--- config.mk ---
export PLATFORM = sky130hd
export DESIGN_NAME = fxp_mul_arb
export DESIGN_NICKNAME = d
export VERILOG_FILES = /design/src/rtl/fxp_mul_arb.sv
export SDC_FILE = /design/constraint.sdc
export NUM_CORES = 2
export LEC_CHECK = 0
export CAP_MARGIN = 20
export CORE_MARGIN = 2
export CORE_UTILIZATION = 60
export CTS_BUF_LIST = sky130_fd_sc_hd__clkbuf_8
export CTS_CLUSTER_DIAMETER = 30
export CTS_CLUSTER_SIZE = 24
export DETAILED_ROUTE_END_ITERATION = 6
export GPL_TIMING_DRIVEN = 0
export PLACE_DENSITY = 0.84
export REMOVE_ABC_BUFFERS = 1
export SKIP_CTS_REPAIR_TIMING = 1
export SLEW_MARGIN = 15
export SYNTH_ARGS = -nofsm -noshare
export SYNTH_HDL_FRONTEND = slang
export SYNTH_SLANG_ARGS = --single-unit
--- constraint.sdc ---
create_clock -name clk -period 13.4 [get_ports clk]
set_input_delay 2.68 -clock clk [delete_from_list [all_inputs] [get_ports clk]]
set_output_delay 2.68 -clock clk [all_outputs]
set_load 0.01 [all_outputs]
--- src/rtl/fxp_mul_arb.sv ---
// Round-robin arbiter sharing one signed Q(QINT.QFRAC) multiplier among NREQ requesters.
// Define FXP_MUL_ARB_PIPE_EN to insert an operand register stage (latency 2 instead of 1).
module fxp_mul_arb #(
  parameter  int QINT  = 8,
  parameter  int QFRAC = 16,
  parameter  int NREQ  = 4,
  localparam int W     = QINT + QFRAC,
  localparam int IDW   = (NREQ > 1) ? $clog2(NREQ) : 1
) (
  input  logic              clk,
  input  logic              rst,
  input  logic [NREQ-1:0]   req_valid,
  output logic [NREQ-1:0]   req_ready,
  input  logic [NREQ*W-1:0] req_a,
  input  logic [NREQ*W-1:0] req_b,
  output logic              res_valid,
  input  logic              res_ready,
  output logic [W-1:0]      res_data,
  output logic [IDW-1:0]    res_id
);

  logic [IDW-1:0]        ptr;
  logic [IDW-1:0]        win;
  logic [IDW-1:0]        ptr_nxt;
  logic                  any_valid;
  logic                  stall;
  logic                  can_accept;
  logic                  grant;
  logic signed [W-1:0]   mul_a;
  logic signed [W-1:0]   mul_b;
  logic signed [W+QFRAC-1:0] prod;
  logic [W-1:0]          mul_res;

  assign stall = res_valid && !res_ready;
  assign grant = any_valid && can_accept && !rst;

  // Search starts at ptr and wraps modulo NREQ (NREQ need not be a power of two).
  always_comb begin
    int unsigned idx;
    idx       = 0;
    win       = '0;
    any_valid = 1'b0;
    for (int unsigned k = 0; k < NREQ; k++) begin
      idx = int'(ptr) + k;
      if (idx >= NREQ) idx = idx - NREQ;
      if (!any_valid && req_valid[idx]) begin
        any_valid = 1'b1;
        win       = IDW'(idx);
      end
    end
  end

  assign ptr_nxt = (win == IDW'(NREQ - 1)) ? '0 : win + 1'b1;

  always_comb begin
    req_ready = '0;
    if (grant) req_ready[win] = 1'b1;
  end

  always_ff @(posedge clk) begin
    if (rst)        ptr <= '0;
    else if (grant) ptr <= ptr_nxt;
  end

  // Only the low W+QFRAC product bits are needed; the shift keeps bits [QFRAC+W-1:QFRAC].
  assign prod    = mul_a * mul_b;
  assign mul_res = W'(prod >>> QFRAC);

`ifdef FXP_MUL_ARB_PIPE_EN
  logic                p_valid;
  logic signed [W-1:0] p_a;
  logic signed [W-1:0] p_b;
  logic [IDW-1:0]      p_id;

  // Operand stage may fill under a stall only while it is empty.
  assign can_accept = !stall || !p_valid;
  assign mul_a      = p_a;
  assign mul_b      = p_b;

  always_ff @(posedge clk) begin
    if (rst) begin
      p_valid <= 1'b0;
      p_a     <= '0;
      p_b     <= '0;
      p_id    <= '0;
    end else if (can_accept) begin
      p_valid <= grant;
      if (grant) begin
        p_a  <= req_a[win*W +: W];
        p_b  <= req_b[win*W +: W];
        p_id <= win;
      end
    end
  end

  always_ff @(posedge clk) begin
    if (rst) begin
      res_valid <= 1'b0;
      res_data  <= '0;
      res_id    <= '0;
    end else if (!stall) begin
      res_valid <= p_valid;
      if (p_valid) begin
        res_data <= mul_res;
        res_id   <= p_id;
      end
    end
  end
`else
  assign can_accept = !stall;
  assign mul_a      = req_a[win*W +: W];
  assign mul_b      = req_b[win*W +: W];

  always_ff @(posedge clk) begin
    if (rst) begin
      res_valid <= 1'b0;
      res_data  <= '0;
      res_id    <= '0;
    end else if (!stall) begin
      res_valid <= grant;
      if (grant) begin
        res_data <= mul_res;
        res_id   <= win;
      end
    end
  end
`endif

endmodule

# Word level (Yosys, flattened, before mapping)
# Index checks and enable logic that the tools add are counted.
[word_totals] regBits=29 out_inout_bits=31 word_cells=66
[op_classes] add_sub_neg=8 magnitude_cmp=10 eq_ne=1 n_shift=2 reduce_logical=14 bitwise_logic=1 mux=24 mul=2
[ops] cell="$shiftx 96x8->24" n=2
[ops] cell="$lt 32x3->1 const B" n=4
[ops] cell="$mux 32" n=4
[ops] cell="$mul 24x24->40" n=1
[ops] cell="$sub 3x3->4 const B" n=3
[ops] cell="$mux 2" n=5
[ops] cell="$ge 3x3->1 const B" n=3
[ops] cell="$mux 1" n=9
[ops] cell="$bmux 1 s2" n=4
[ops] cell="$logic_and 1x1->1" n=7
[ops] cell="$add 2x2->3 const B" n=2
[ops] cell="$logic_not 1->1" n=6
[ops] cell="$mul 2x2->4 const B" n=1
[ops] cell="$mux 4" n=1
[ops] cell="$sub 2x3->4 const B" n=1
[ops] cell="$add 2x1->3 const B" n=1
[ops] cell="$ge 2x3->1 const B" n=1
[ops] cell="$lt 2x3->1 const B" n=1
[ops] cell="$add 2x1->2 const B" n=1
[ops] cell="$demux 1 s2" n=1
[ops] cell="$eq 2x2->1 const B" n=1
[ops] cell="$ge 2x1->1 const B" n=1
[ops] cell="$reduce_and 2->1" n=1
[ops] cell="$not 1->1" n=1

# Logic depth before layout (Yosys ltp)
[logic_depth] word_depth=19 mapped_depth=40

# Least setup slack after synthesis
# No wires, ideal clock.
[synth_timing] kind="in2reg" startpoint="in req_valid[2]" endpoint="reg res_data[21]" setup_ns=0.126 stages=37 arrival_ns=10.886 slack_ns=2.388 required_ns=13.274 path_cell_list="nor2b_1 -> or4b_4 -> nand2_4 -> inv_2 -> buf_2 -> buf_2 -> clkbuf_1 -> clkbuf_1 -> nand2_1 -> nand3_1 -> o21ai_1 -> clkbuf_1 -> nor2_1 -> fa_1 -> inv_1 -> fa_1 -> fa_1 -> inv_1 -> fa_1 -> inv_1 -> fa_1 -> inv_1 -> fa_1 -> inv_1 -> fa_1 -> inv_1 -> ha_1 -> a21o_1 -> a21o_1 -> a211oi_1 -> o221a_2 -> o41ai_4 -> o21ai_2 -> nand2_2 -> a41oi_1 -> xor2_1 -> o21ai_1"
[synth_between] elab_chain_len=15
[synth_lines] element="start, declared" line_no="12" text="input logic [NREQ-1:0] req_valid,"
[synth_lines] element="$bmux 1 s2" line_no="46" text="if (!any_valid && req_valid[idx]) begin"
[synth_lines] element="$mux 1 (not written as such)" line_no="46"
[synth_lines] element="$mux 1" line_no="46"
[synth_lines] element="$logic_not 1->1" line_no="46"
[synth_lines] element="$logic_and 1x1->1" line_no="46"
[synth_lines] element="$mux 1" line_no="46"
[synth_lines] element="$logic_not 1->1" line_no="46"
[synth_lines] element="$logic_and 1x1->1" line_no="46"
[synth_lines] element="$mux 1" line_no="46"
[synth_lines] element="$logic_not 1->1" line_no="46"
[synth_lines] element="$logic_and 1x1->1" line_no="46"
[synth_lines] element="$mux 2 / $mux 1 (equally long branches)" line_no="46"
[synth_lines] element="$mul 2x2->4 / $logic_and 1x1->1 (equally long branches)" line_no="111, 112, 35"
[synth_lines] element="$shiftx 96x8->24 (tied with other cells)" line_no="111" text="assign mul_a = req_a[win*W +: W];"
[synth_lines] element="$mul 24x24->40 / $reduce_and 2->1 (equally long branches)"
[synth_lines] element="end signal, assigned" line_no="122" text="res_data <= mul_res;"
[synth_lines] element="end, declared" line_no="18" text="output logic [W-1:0] res_data,"
# Several ways; a longest one is shown, not always the timed one. The select of a mux whose other input is x is not followed.
# A chain may end at the register's enable or synchronous reset.

# Worst setup path after layout
[layout_timing] startpoint="in req_valid[3]" endpoint="reg res_data[19]"
# The elaborated chain is that of the path after synthesis.

==> out/qor.yml <==
status: "completed"
clkTransAtPathRegs_ns: 0.07
setup_violations: 0
syn_area_um2: 20400
cpMostUsedCell: "fa_1"
hold_viol: 0
fin_ws_ns: 0.378
async_flop_share: 0
cts_buffer_depth: 2
clock_latency_ns: 0.36
die_height_um: 188
whs_endpoint: "res_data[20]"
rsz0062_at_grt: "false"
rr_worst_depth: 32
routed_via_density: 5.79
fmax_mhz: 76.8
worstMarginPinSlew_ns: 1.28
synth_commonest_cells: "inv_1 (536), fa_1 (515), nand2_1 (390)"
finish.net_count: 3383
synth_edf_count: 0
max_slew_margin: 0.146
maxCapViolCount: 0
root_buffer: "clkbuf_8"
initialDrtViolationCount: 1531
wl_per_cell_um: 20.6
grt_pass1_wl_um: 98300
hold_depth: 2
ios: 230
r2r_start: "ptr[0]"
numPortBuffers: 229
slew_violations: 0
h-tree-depth: 2
yosysTopAreaCell: "fa_1"
cpPeakStageDelay_ns: 0.79
gp_congestion: 0.974
crit_type: "in2reg"
clock_sinks: 29
hpwl_um: 49900
synth.area.top_cells: "fa_1 (51%), inv_1 (9.9%), ha_1 (7.7%), nand2_1 (7.2%), nor2_1 (5.5%)"
vias: 17300
cts_buffers: 5
ys_seq_area_frac: 0.0285
ant_nets: 0
die_area_um2: 35400
area_delta_synth_final_pct: 14.3
worst_setup_path_start_kind: "primary input"
yosysWarnings: 0
fin_skew_ns: 0.0229
yosysUniqueCellTypes: 64
finalCriticalPeriod_ns: 13.02
start_util: 0.609
drc: 0
cp-end-kind: "flop"
synth_top_cell_area_share: 0.506
grt_max_degree: 86
r2r_slack_ns: 2.87
cts_tree: "built"
layout-drive-gt1-share: 0.0287
finalWirelength_um: 61600
dr.pass1.iters: 7
grt_overflow: 0
core-area_um2: 33400
ys.flop_type: "dfxtp_1"
pre_cts_ws_ns: 0.0260
grt.total_usage: 0.364
min_path_type: "reg2reg"
grt_pass1_vias: 18900
worstHoldStart: "res_data[20]"
antenna_found_initial: 0
holdWs_ns: 0.461
slowest_stage: "nand2_4"
num_rows: 67
synth_cells: 2403
syn_area_per_cell_um2: 8.47
ys_seq_elements: 29
synth.most_common_cell: "inv_1"
die_x_um: 188
antennaDiodeCount: 0
worst_ep_required_time_ns: 13.62
reg2reg_to: "res_data[19]"
fin_crit_sh: 0.972
critPathArrivalTime_ns: 13.24
worstPathMaxFanout: 85
[worst max-delay path: cells and delay by family]
family                     cells  cell delay [ns]
xor gates and xnor gates       1             0.20
AOI/OAI and AO/OA              8             2.02
buffers and inverters          8             1.45
adders and majority gates      8             3.93
and+or+nand+nor                7             2.40
muxes                          1             0.42
[cells in the final DEF (no fill, tap or decap), types with 5 or more instances in the layout]
cell type,count
inv_1,536
fa_1,515
nand2_1,389
nor2_1,299
clkdlybuf4s50_1,229
ha_1,125
nand3_1,77
mux2i_1,47
and2_1,33
xnor2_1,33
dfxtp_1,29
a21oi_1,25
o21ai_0,23
a21o_1,14
xor2_1,12
nor2b_1,11
nand2b_1,10
o21ai_1,10
mux2_2,8
clkbuf_8,7
and3_1,6
mux2i_4,6
nor3_1,6
or2_2,5
nand4_1,5
[registers in the layout, summed over array words and instances, names as in the netlist]
register and cells:
res_valid 1, ptr 2, res_data 24, res_id 2
[area by class of cell]
type	count	area, um^2
fill	2505	10200
inverter	540	2030
timing repair buffer	246	2550
tap	448	561
sequential	29	581
clock buffer	6	82.6
clock inverter	2	37.5
multi-input combinational	1722	17400
[cell families after synthesis]
logic type | Yosys count | share of synthesized area
AND/OR/NAND/NOR | 857 | 0.175
buffers and inverters | 652 | 0.122
adder cells (fa/ha/maj) | 640 | 0.583
AO/OA/AOI/OAI | 113 | 0.0379
multiplexers | 66 | 0.0332
XOR/XNOR | 46 | 0.0205
flip-flops | 29 | 0.0285
[how the worst max path moves through the flow]
stage,from,to,cells after the start
final,req_valid[3],res_data[19],33
after global routing,req_valid[3],res_data[21],33
after CTS,req_valid[2],res_data[21],33
after detailed placement,req_valid[2],res_data[21],33
after global placement,req_valid[1],res_data[21],30
after floorplan,req_valid[2],res_data[21],29
[per-layer routing]
layer / vias up / GRT usage / part of all wire / wire (um)
met2: 1163 / 0.601 / 0.47 / 28800
li1: 7320 / - / - / -
met5: - / 0 / 0 / 0
met3: 343 / 0.107 / 0.12 / 7330
met1: 8501 / 0.424 / 0.34 / 21000
met4: 0 / 0.213 / 0.072 / 4420
[per-stage QoR]
stage          setup TNS (ns)  instances  area, um^2  utilization
2_1_floorplan               0       2291       19900            -
3_3_place_gp           -57.19       2968       22800        0.680
3_5_place_dp                0       2981       23100        0.691
4_1_cts                     0       2989       23200        0.695
5_1_grt                     0       2993       23300        0.696
6_report                    0       2993       23300        0.696
Power is left out: the tool's default activity adds up to more than one toggle a clock period on the data nets, which glitch-free logic cannot reach.
